--- src/rtl/ysyx_25040109_lsu_if.sv ---
// Data-memory port of the LSU: one request channel and one response channel.
// The LSU uses the master modport and the memory model or bus bridge uses the slave modport.
interface ysyx_25040109_lsu_if;
    logic        mem_req_valid;
    logic        mem_req_ready;
    logic        mem_req_we;
    logic [31:0] mem_req_addr;
    logic [31:0] mem_req_wdata;
    logic [3:0]  mem_req_wstrb;
    logic        mem_resp_valid;
    logic        mem_resp_ready;
    logic [31:0] mem_resp_rdata;
    logic        mem_resp_err;

    modport master (
        output mem_req_valid, mem_req_we, mem_req_addr, mem_req_wdata, mem_req_wstrb,
        output mem_resp_ready,
        input  mem_req_ready, mem_resp_valid, mem_resp_rdata, mem_resp_err
    );

    modport slave (
        input  mem_req_valid, mem_req_we, mem_req_addr, mem_req_wdata, mem_req_wstrb,
        input  mem_resp_ready,
        output mem_req_ready, mem_resp_valid, mem_resp_rdata, mem_resp_err
    );
endinterface

--- src/rtl/ysyx_25040109_lsu.sv ---
// Multi-cycle load/store unit: one word-aligned memory request per operation.
// Misalignment, illegal widths, bus errors and timeouts retire as faults.
module ysyx_25040109_lsu #(
    parameter int unsigned TIMEOUT = 255
) (
    input  logic        clk,
    input  logic        rst_n,
    input  logic        in_valid,
    output logic        in_ready,
    input  logic [31:0] in_addr,
    input  logic [31:0] in_wdata,
    input  logic [2:0]  in_funct3,
    input  logic        in_is_load,
    input  logic        in_is_store,
    input  logic [4:0]  in_rd_addr,
    ysyx_25040109_lsu_if.master mem,
    output logic        out_valid,
    input  logic        out_ready,
    output logic [31:0] out_rdata,
    output logic [4:0]  out_rd_addr,
    output logic        out_reg_we,
    output logic        out_fault
);
    // state  | meaning
    // S_IDLE | waiting for an operation from execute
    // S_REQ  | memory request held until accepted
    // S_RESP | waiting for the memory response
    // S_DONE | result presented to write-back
    typedef enum logic [1:0] {S_IDLE, S_REQ, S_RESP, S_DONE} state_t;

    localparam int CW = (TIMEOUT < 2) ? 1 : $clog2(TIMEOUT + 1);
    localparam logic [CW-1:0] TC = CW'((TIMEOUT == 0) ? 0 : TIMEOUT - 1);

    state_t r_state, w_state_nxt;

    logic [31:0]   r_addr, r_wdata, r_rdata;
    logic [2:0]    r_funct3;
    logic          r_is_load, r_is_store, r_fault, r_reg_we;
    logic [4:0]    r_rd_addr;
    logic [CW-1:0] r_cnt;

    logic        w_accept, w_busy, w_tc, w_f3_bad, w_misalign, w_fault_acc, w_noop;
    logic        w_req_hs, w_resp_hs;
    logic [7:0]  w_byte;
    logic [15:0] w_half;
    logic [31:0] w_load_data, w_wdata;
    logic [3:0]  w_wstrb;

    always_comb begin
        w_f3_bad = 1'b0;
        if (in_is_load) begin
            case (in_funct3)
                3'b000, 3'b001, 3'b010, 3'b100, 3'b101: w_f3_bad = 1'b0;
                default:                                 w_f3_bad = 1'b1;
            endcase
        end else begin
            w_f3_bad = in_funct3[2] || (in_funct3[1:0] == 2'b11);
        end
    end

    assign w_misalign  = ((in_funct3[1:0] == 2'b01) && in_addr[0]) ||
                         ((in_funct3[1:0] == 2'b10) && (in_addr[1:0] != 2'b00));
    assign w_noop      = !in_is_load && !in_is_store;
    assign w_fault_acc = (in_is_load && in_is_store) || (!w_noop && (w_f3_bad || w_misalign));
    assign w_accept    = in_valid && (r_state == S_IDLE);
    assign w_busy      = (r_state == S_REQ) || (r_state == S_RESP);
    assign w_tc        = (TIMEOUT != 0) && w_busy && (r_cnt == TC);
    assign w_req_hs    = (r_state == S_REQ) && mem.mem_req_ready;
    assign w_resp_hs   = (r_state == S_RESP) && mem.mem_resp_valid;

    // Lane selection uses the latched address; the request is always word-aligned.
    assign w_byte = mem.mem_resp_rdata[{r_addr[1:0], 3'b000} +: 8];
    assign w_half = mem.mem_resp_rdata[{r_addr[1], 4'b0000} +: 16];

    always_comb begin
        case (r_funct3)
            3'b000:  w_load_data = {{24{w_byte[7]}}, w_byte};
            3'b001:  w_load_data = {{16{w_half[15]}}, w_half};
            3'b100:  w_load_data = {24'd0, w_byte};
            3'b101:  w_load_data = {16'd0, w_half};
            default: w_load_data = mem.mem_resp_rdata;
        endcase
    end

    always_comb begin
        w_wstrb = 4'b0000;
        w_wdata = 32'd0;
        if (r_is_store) begin
            case (r_funct3[1:0])
                2'b00: begin
                    w_wstrb = 4'b0001 << r_addr[1:0];
                    w_wdata = {4{r_wdata[7:0]}};
                end
                2'b01: begin
                    w_wstrb = 4'b0011 << {r_addr[1], 1'b0};
                    w_wdata = {2{r_wdata[15:0]}};
                end
                default: begin
                    w_wstrb = 4'b1111;
                    w_wdata = r_wdata;
                end
            endcase
        end
    end

    always_ff @(posedge clk or negedge rst_n) begin
        if (!rst_n) r_state <= S_IDLE;
        else        r_state <= w_state_nxt;
    end

    always_comb begin
        w_state_nxt        = r_state;
        in_ready           = 1'b0;
        mem.mem_req_valid  = 1'b0;
        mem.mem_req_we     = 1'b0;
        mem.mem_req_addr   = 32'd0;
        mem.mem_req_wdata  = 32'd0;
        mem.mem_req_wstrb  = 4'b0000;
        mem.mem_resp_ready = 1'b0;
        out_valid          = 1'b0;
        out_rdata          = 32'd0;
        out_rd_addr        = 5'd0;
        out_reg_we         = 1'b0;
        out_fault          = 1'b0;
        case (r_state)
            S_IDLE: begin
                in_ready = 1'b1;
                if (in_valid) w_state_nxt = (w_noop || w_fault_acc) ? S_DONE : S_REQ;
            end
            S_REQ: begin
                mem.mem_req_valid = 1'b1;
                mem.mem_req_we    = r_is_store;
                mem.mem_req_addr  = {r_addr[31:2], 2'b00};
                mem.mem_req_wdata = w_wdata;
                mem.mem_req_wstrb = w_wstrb;
                if (mem.mem_req_ready) w_state_nxt = S_RESP;
                else if (w_tc)         w_state_nxt = S_DONE;
            end
            S_RESP: begin
                mem.mem_resp_ready = 1'b1;
                if (mem.mem_resp_valid || w_tc) w_state_nxt = S_DONE;
            end
            S_DONE: begin
                out_valid   = 1'b1;
                out_rdata   = r_rdata;
                out_rd_addr = r_rd_addr;
                out_reg_we  = r_reg_we;
                out_fault   = r_fault;
                if (out_ready) w_state_nxt = S_IDLE;
            end
            default: w_state_nxt = S_IDLE;
        endcase
    end

    always_ff @(posedge clk or negedge rst_n) begin
        if (!rst_n) begin
            r_addr     <= 32'd0;
            r_wdata    <= 32'd0;
            r_funct3   <= 3'd0;
            r_is_load  <= 1'b0;
            r_is_store <= 1'b0;
            r_rd_addr  <= 5'd0;
            r_cnt      <= '0;
            r_fault    <= 1'b0;
            r_rdata    <= 32'd0;
            r_reg_we   <= 1'b0;
        end else if (w_accept) begin
            r_addr     <= in_addr;
            r_wdata    <= in_wdata;
            r_funct3   <= in_funct3;
            r_is_load  <= in_is_load;
            r_is_store <= in_is_store;
            r_rd_addr  <= in_rd_addr;
            r_cnt      <= '0;
            r_fault    <= w_fault_acc;
            r_rdata    <= 32'd0;
            r_reg_we   <= 1'b0;
        end else if (w_busy) begin
            r_cnt <= r_cnt + CW'(1);
            // A handshake in the terminal-count cycle takes priority over the timeout.
            if (w_resp_hs) begin
                r_fault  <= mem.mem_resp_err;
                r_rdata  <= (mem.mem_resp_err || !r_is_load) ? 32'd0 : w_load_data;
                r_reg_we <= !mem.mem_resp_err && r_is_load && (r_rd_addr != 5'd0);
            end else if (w_tc && !w_req_hs) begin
                r_fault <= 1'b1;
            end
        end
    end
endmodule

--- src/flat_wrapper.sv ---
// flat-port wrapper written by rule: the top's interface ports become plain ports
module ysyx_25040109_lsu_flat 
#(
    parameter int unsigned TIMEOUT = 255
)
  (clk, rst_n, in_valid, in_ready, in_addr, in_wdata, in_funct3, in_is_load, in_is_store, in_rd_addr, out_valid, out_ready, out_rdata, out_rd_addr, out_reg_we, out_fault, mem_mem_req_valid, mem_mem_req_we, mem_mem_req_addr, mem_mem_req_wdata, mem_mem_req_wstrb, mem_mem_resp_ready, mem_mem_req_ready, mem_mem_resp_valid, mem_mem_resp_rdata, mem_mem_resp_err);
  ysyx_25040109_lsu_if mem_i ();
  input  logic clk;
  input  logic rst_n;
  input  logic in_valid;
  output logic in_ready;
  input  logic [31:0] in_addr;
  input  logic [31:0] in_wdata;
  input  logic [2:0] in_funct3;
  input  logic in_is_load;
  input  logic in_is_store;
  input  logic [4:0] in_rd_addr;
  output logic out_valid;
  input  logic out_ready;
  output logic [31:0] out_rdata;
  output logic [4:0] out_rd_addr;
  output logic out_reg_we;
  output logic out_fault;
  output wire logic [$bits(mem_i.mem_req_valid)-1:0] mem_mem_req_valid;
  output wire logic [$bits(mem_i.mem_req_we)-1:0] mem_mem_req_we;
  output wire logic [$bits(mem_i.mem_req_addr)-1:0] mem_mem_req_addr;
  output wire logic [$bits(mem_i.mem_req_wdata)-1:0] mem_mem_req_wdata;
  output wire logic [$bits(mem_i.mem_req_wstrb)-1:0] mem_mem_req_wstrb;
  output wire logic [$bits(mem_i.mem_resp_ready)-1:0] mem_mem_resp_ready;
  input wire logic [$bits(mem_i.mem_req_ready)-1:0] mem_mem_req_ready;
  input wire logic [$bits(mem_i.mem_resp_valid)-1:0] mem_mem_resp_valid;
  input wire logic [$bits(mem_i.mem_resp_rdata)-1:0] mem_mem_resp_rdata;
  input wire logic [$bits(mem_i.mem_resp_err)-1:0] mem_mem_resp_err;
  assign mem_mem_req_valid = mem_i.mem_req_valid;
  assign mem_mem_req_we = mem_i.mem_req_we;
  assign mem_mem_req_addr = mem_i.mem_req_addr;
  assign mem_mem_req_wdata = mem_i.mem_req_wdata;
  assign mem_mem_req_wstrb = mem_i.mem_req_wstrb;
  assign mem_mem_resp_ready = mem_i.mem_resp_ready;
  assign mem_i.mem_req_ready = mem_mem_req_ready;
  assign mem_i.mem_resp_valid = mem_mem_resp_valid;
  assign mem_i.mem_resp_rdata = mem_mem_resp_rdata;
  assign mem_i.mem_resp_err = mem_mem_resp_err;
  ysyx_25040109_lsu #(.TIMEOUT(TIMEOUT)) u_core (.clk(clk), .rst_n(rst_n), .in_valid(in_valid), .in_ready(in_ready), .in_addr(in_addr), .in_wdata(in_wdata), .in_funct3(in_funct3), .in_is_load(in_is_load), .in_is_store(in_is_store), .in_rd_addr(in_rd_addr), .mem(mem_i), .out_valid(out_valid), .out_ready(out_ready), .out_rdata(out_rdata), .out_rd_addr(out_rd_addr), .out_reg_we(out_reg_we), .out_fault(out_fault));
endmodule
--- config.mk ---
export PLATFORM = sky130hd
export DESIGN_NAME = ysyx_25040109_lsu_flat
export DESIGN_NICKNAME = d
export VERILOG_FILES = /design/src/rtl/ysyx_25040109_lsu_if.sv /design/src/rtl/ysyx_25040109_lsu.sv /design/src/flat_wrapper.sv
export SDC_FILE = /design/constraint.sdc
export NUM_CORES = 1
export LEC_CHECK = 0
export BUFFER_PORTS_ARGS = -buffer_cell sky130_fd_sc_hd__buf_2
export CORE_AREA = 5 5 127 129
export DETAILED_ROUTE_END_ITERATION = 7
export DIE_AREA = 0 0 132 134
export GPL_TIMING_DRIVEN = 0
export PLACE_DENSITY = 0.7
export REMOVE_ABC_BUFFERS = 1
export SETUP_SLACK_MARGIN = 0.4
export SLEW_MARGIN = 10
export SYNTH_ARGS = -nofsm -noshare
export SYNTH_HDL_FRONTEND = slang
export SYNTH_SLANG_ARGS = --single-unit
--- constraint.sdc ---
create_clock -name clk -period 3.4 [get_ports clk]
set_input_delay 0.51 -clock clk [delete_from_list [all_inputs] [get_ports clk]]
set_output_delay 0.51 -clock clk [all_outputs]
set_load 0.005 [all_outputs]
## Word level (Yosys, flattened, before mapping)

Index checks and enable logic that the tools add are counted.

| word-level totals | value |
|---|---|
| bits in registers | 118 |
| input port bits | 113 |
| output and inout port bits | 112 |
| logic and storage cells | 113 |

| operators by class | value |
|---|---|
| add/sub/neg operators | 1 |
| equal/unequal tests | 19 |
| shift-type cells | 4 |
| muxes and demuxes | 39 |
| reduce and logical (&&, ||, !) cells | 39 |

Operator list:

| operator | count |
|---|---|
| $mux W32 | 8 |
| $pmux W32 S4 | 1 |
| $pmux W32 S2 | 1 |
| $shiftx A32 B6 Y16 | 1 |
| $shiftx A32 B6 Y8 | 1 |
| $mux W1 | 16 |
| $mux W8 | 2 |
| $eq A3 B3 Y1 const B | 4 |
| $logic_and A1 B1 Y1 | 12 |
| $mux W2 | 6 |
| $add A8 B1 Y8 const B | 1 |
| $eq A2 B2 Y1 const B | 4 |
| $eq A8 B8 Y1 const B | 1 |
| $logic_or A1 B1 Y1 | 8 |
| $mux W4 | 2 |
| $pmux W2 S4 | 1 |
| $pmux W4 S2 | 1 |
| $eq A2 B1 Y1 const B | 3 |
| $eq A3 B1 Y1 const B | 2 |
| $logic_not A1 Y1 | 6 |
| $logic_not A3 Y1 | 2 |
| $ne A2 B2 Y1 const B | 3 |
| $reduce_bool A2 Y1 | 3 |
| $mux W5 | 1 |
| other kinds (10) | 12 |

## Longest topological paths before layout

| logic depth | value |
|---|---|
| word-level depth | 11 |
| gate-level depth with buffers | 9 |
| gate-level depth less buffers | 6 |

## Worst setup path after synthesis

Ideal clock, no wire load.

| timing | value |
|---|---|
| kind | reg2reg |
| start point | register u_core.r_state[0] |
| end point | register u_core.r_rdata[12] |
| setup time | 64 ps |
| data arrival time | 1,893 ps |
| data required time | 3,336 ps |
| slack | 1,443 ps |
| stages on the path, launching flop included | 10 |
| buffers on the path | 3 |
| cells stage by stage | dfrtp_1 inv_1 ha_1 buf_4 nand3_1 or3_1 clkbuf_1 buf_2 a221oi_1 a21o_1 |

| between the ends | value |
|---|---|
| longest elaborated chain between the ends | 4 |
| elaborated cells on any way between the ends | 10 |

Ends and longest elaborated chain:

| element | RTL line | source |
|---|---|---|
| from (decl) | ysyx_25040109_lsu.sv:34 | `state_t r_state, w_state_nxt;` |
| from (signal assigned) | ysyx_25040109_lsu.sv:108 | `else r_state <= w_state_nxt;` |
| $eq A2 B2 Y1 (tied with other cells) | ysyx_25040109_lsu.sv:66, ysyx_25040109_lsu.sv:69 |  |
| $logic_and A1 B1 Y1 (tied with other cells) | ysyx_25040109_lsu.sv:69 | `assign w_resp_hs = (r_state == S_RESP) && mem.mem_resp_valid;` |
| $reduce_bool A2 Y1 (no line) | n/a |  |
| $reduce_and A2 Y1 (no line) | n/a |  |
| to (signal assigned) | ysyx_25040109_lsu.sv:183 | `r_rdata <= (mem.mem_resp_err \|\| !r_is_load) ? 32'd0 : w_load_data;` |
| to (decl) | ysyx_25040109_lsu.sv:36 | `logic [31:0] r_addr, r_wdata, r_rdata;` |

Parallel ways exist; a longest one is shown, timed or not.
A chain may end at the register's enable or synchronous reset.

## Worst setup path in the final report

| timing | value |
|---|---|
| start point | register u_core.r_state[1] |
| end point | output mem_mem_req_wstrb[2] |

| between the ends | value |
|---|---|
| longest elaborated chain between the ends | 2 |

Ends and longest elaborated chain:

| element | RTL line | source |
|---|---|---|
| $eq A2 B1 Y1 | ysyx_25040109_lsu.sv:125 | `case (r_state)` |
| $mux W4 | ysyx_25040109_lsu.sv:125 |  |
| to (decl) | flat_wrapper.sv:28 | `output wire logic [$bits(mem_i.mem_req_wstrb)-1:0] mem_mem_req_wstrb;` |

No other way between the ends.

==> results.ini <==
[timing]
grt_setup_unrepaired=false
fin_crit_ns=2.77
period_share_pct=81.5
worstMarginPinSlew_ns=1.14
hold_viol=0
hold_ws_ns=0.0405
setup_tns_ns=0
relSlewSlack_pct=23.8
finClkSkew_ns=0.00824
fmax_mhz=361
maxSlewViolCount=0
setup_viol_count_final=0

[synthesis]
yosysWarningCount=0
synth_cells=755
synthDistinctLibCells=45
ys_seq_elements=118
synth-seq-area-share_pct=47.5
ys.flop_type=dfrtp_1
syn_avg_cell_area_um2=8.24
synth_async_sr_flop_share_pct=100
synth_area_mm2=0.00622
synth-edff-count=0

[power_and_ir_drop]
power.density_mw_per_mm2=817
p_leak_nw=4.54
peakVddDrop_mv=0.447

[floorplanning]
coreArea_mm2=0.0149
die_h_um=134
dieArea_mm2=0.0177
row_count=45
start_util_pct=41.7
fp.dieW_um=132
io_pins=225

[global_route]
grt_pass1_vias=5842
grt_pass1_wl_um=29900
grt_overflow=0
grt.total_usage_pct=20.6
grt_max_degree=74
grt_antenna_before_repair=0

[worst_setup_path]
slowest_delay_ns=0.42
crit_family=buffers and inverters
required_ns=2.89
start_kind=flip-flop
reg2reg_depth=4
critPathMaxFanout=25
r2r-end=u_core.r_rdata[17]$_DFFE_PN0P_
crit_arrival_ns=2.26
crit_top_cell=inv_1
slowest_stage=dfrtp_1
crit_buf_inv=3
critical_path_class=flip-flop to output pin
r2r_slack_ns=0.70
end_kind=output pin
crit_chain=inv_1, ha_4, nand2_4, inv_1, o21ai_0, a21oi_1, buf_2
reg2reg_from=u_core.r_addr[1]$_DFFE_PN0P_

[cts]
clk_path_buf_depth=2
cts_made_buffers=17
cts_tree=built
clock_sinks=118
cts.clk_slew.worst_paths_ns=0.06
htree_levels=4
clk_latency_ns=0.40
root_buffer=clkbuf_16

[drt]
dr.pass1.iters=4
via_per_inst=5.06
route.detailed.drc=0
drt_iter0_markers=336
drtAntennaViolNets=0
wl_per_cell_um=15.9
vias=5840
routed_wl_um=18400

[outcome]
status=complete, no violations

[job]
drv_cap=0

[layout]
multi_input_area_mm2=0.00304
nNetsFinal=1072
num_antenna_cells=0
final_layout_size_suffix_gt1_share_pct=29.8
fill_cells=1401
layout_commonest_cell=nand2_1
most-common-layout-cells=nand2_1 (274), buf_2 (221), dfrtp_1 (116)
seq_area_mm2=0.00296
area_growth_pct=30.0

[place]
dp_hpwl_um=12600
port_buffers=222
gp_congestion=0.845

[min_path]
hp-class=input pin to async pin

-- per-stage QoR --
step | setup WS [ns] | utilization [%] | total power, W | instance area (um2) | std cells
finish | 0.627 | 54.2 | 0.00661 | 8090 | 1154
floorplan | 0.316 | - | 0.00390 | 6020 | 707
global route | 0.458 | 54.2 | 0.00710 | 8090 | 1154
global placement | -0.965 | 49.3 | 0.00478 | 7360 | 1117
detailed placement | 0.0814 | 50.2 | 0.00489 | 7480 | 1121
CTS | 0.429 | 54.1 | 0.00664 | 8070 | 1153
-- report_power, final --
group	switching, W	internal, W
Clock	0.000656	0.00104
Combinational	0.00142	0.00103
Sequential	0.000509	0.00196
Total	0.00258	0.00403
-- how the worst max path moves through the flow --
stage                     slack (ns)                           start  cells past startpoint                         end
after global placement         -0.97   u_core.r_state[0]$_DFFE_PN0P_                      6  u_core.r_fault$_DFFE_PN0P_
after CTS                       0.43  u_core.r_funct3[0]$_DFFE_PN0P_                      4        mem_mem_req_wdata[8]
after global routing            0.46   u_core.r_state[0]$_DFFE_PN0P_                      3              out_rd_addr[3]
after floorplan                 0.32   u_core.r_state[0]$_DFFE_PN0P_                      6  u_core.r_fault$_DFFE_PN0P_
final                           0.63   u_core.r_state[1]$_DFFE_PN0P_                      7        mem_mem_req_wstrb[2]
after detailed placement        0.08   u_core.r_state[1]$_DFFE_PN0P_                      7        mem_mem_req_wstrb[2]
-- cell usage after synthesis (5+ instances only) --
library cell  count  share of area (%)
o21ai_0          11               0.88
clkbuf_1         40                2.4
and3_1            9               0.91
dfrtp_1         118                 47
mux2_2            7                1.3
nand2b_1          5               0.50
buf_2             5               0.40
mux2i_1          19                3.1
o31ai_1           7               0.84
ha_1              6                1.2
and2_1           71                7.1
o22ai_1           8               0.80
nor2b_1          17                1.7
o21ai_2          11                1.5
xor2_1            6               0.84
a21oi_1          24                1.9
inv_1            16               0.97
nand2_1         276                 17
nor2_1           46                2.8
a221oi_1          8                1.1
a21o_1            8               0.97
-- registers in the layout, summed over array words and instances (netlist names), 2 cells and up --
| name | count |
|---|---|
| u_core.r_addr | 32 |
| u_core.r_wdata | 32 |
| u_core.r_funct3 | 3 |
| u_core.r_rd_addr | 5 |
| u_core.r_state | 2 |
| u_core.r_cnt | 8 |
| u_core.r_rdata | 32 |
-- worst register-to-register path, stage by stage (launching register included) --
cell and delay (ns):
dfrtp_1 0.72, mux4_2 0.63, a21o_1 0.19, o21ai_2 0.77, o21ai_0 0.23
-- layout make-up --
cell class | instances | share of cell area [%]
sequential | 118 | 36.5
inverter | 16 | 0.742
timing repair buffer | 227 | 15.3
tap | 188 | 2.91
multi-input combinational | 573 | 37.6
clock inverter | 12 | 1.30
clock buffer | 20 | 5.65
-- what timing repair did --
item                                    4_1_cts  5_1_grt
setup buffers                                 0        1
gates resized for setup                       5        1
endpoints found under the setup margin       29        5
pin swaps                                     0        0
hold buffers                                  0        0
-- layer usage --
layer / wire length (um) / up-vias / track usage, %
met2: 8380 / 228 / 31.7
met4: 213 / 0 / 7.09
met5: 0 / - / 0
met3: 1710 / 19 / 7.28
met1: 8090 / 2775 / 27.0
li1: - / 2818 / -
-- kinds of logic after synthesis --
| group | count (synthesis) | synth area share (%) |
|---|---|---|
| AO/OA/AOI/OAI | 90 | 9.86 |
| AND/OR/NAND/NOR | 441 | 31.4 |
| other | 1 | 0.0603 |
| buffers and inverters | 65 | 4.32 |
| multiplexers | 27 | 4.69 |
| flip-flops | 118 | 47.5 |
| adder cells (fa/ha/maj) | 6 | 1.21 |
| XOR/XNOR | 7 | 0.986 |
(Power assumes the default switching activity.)
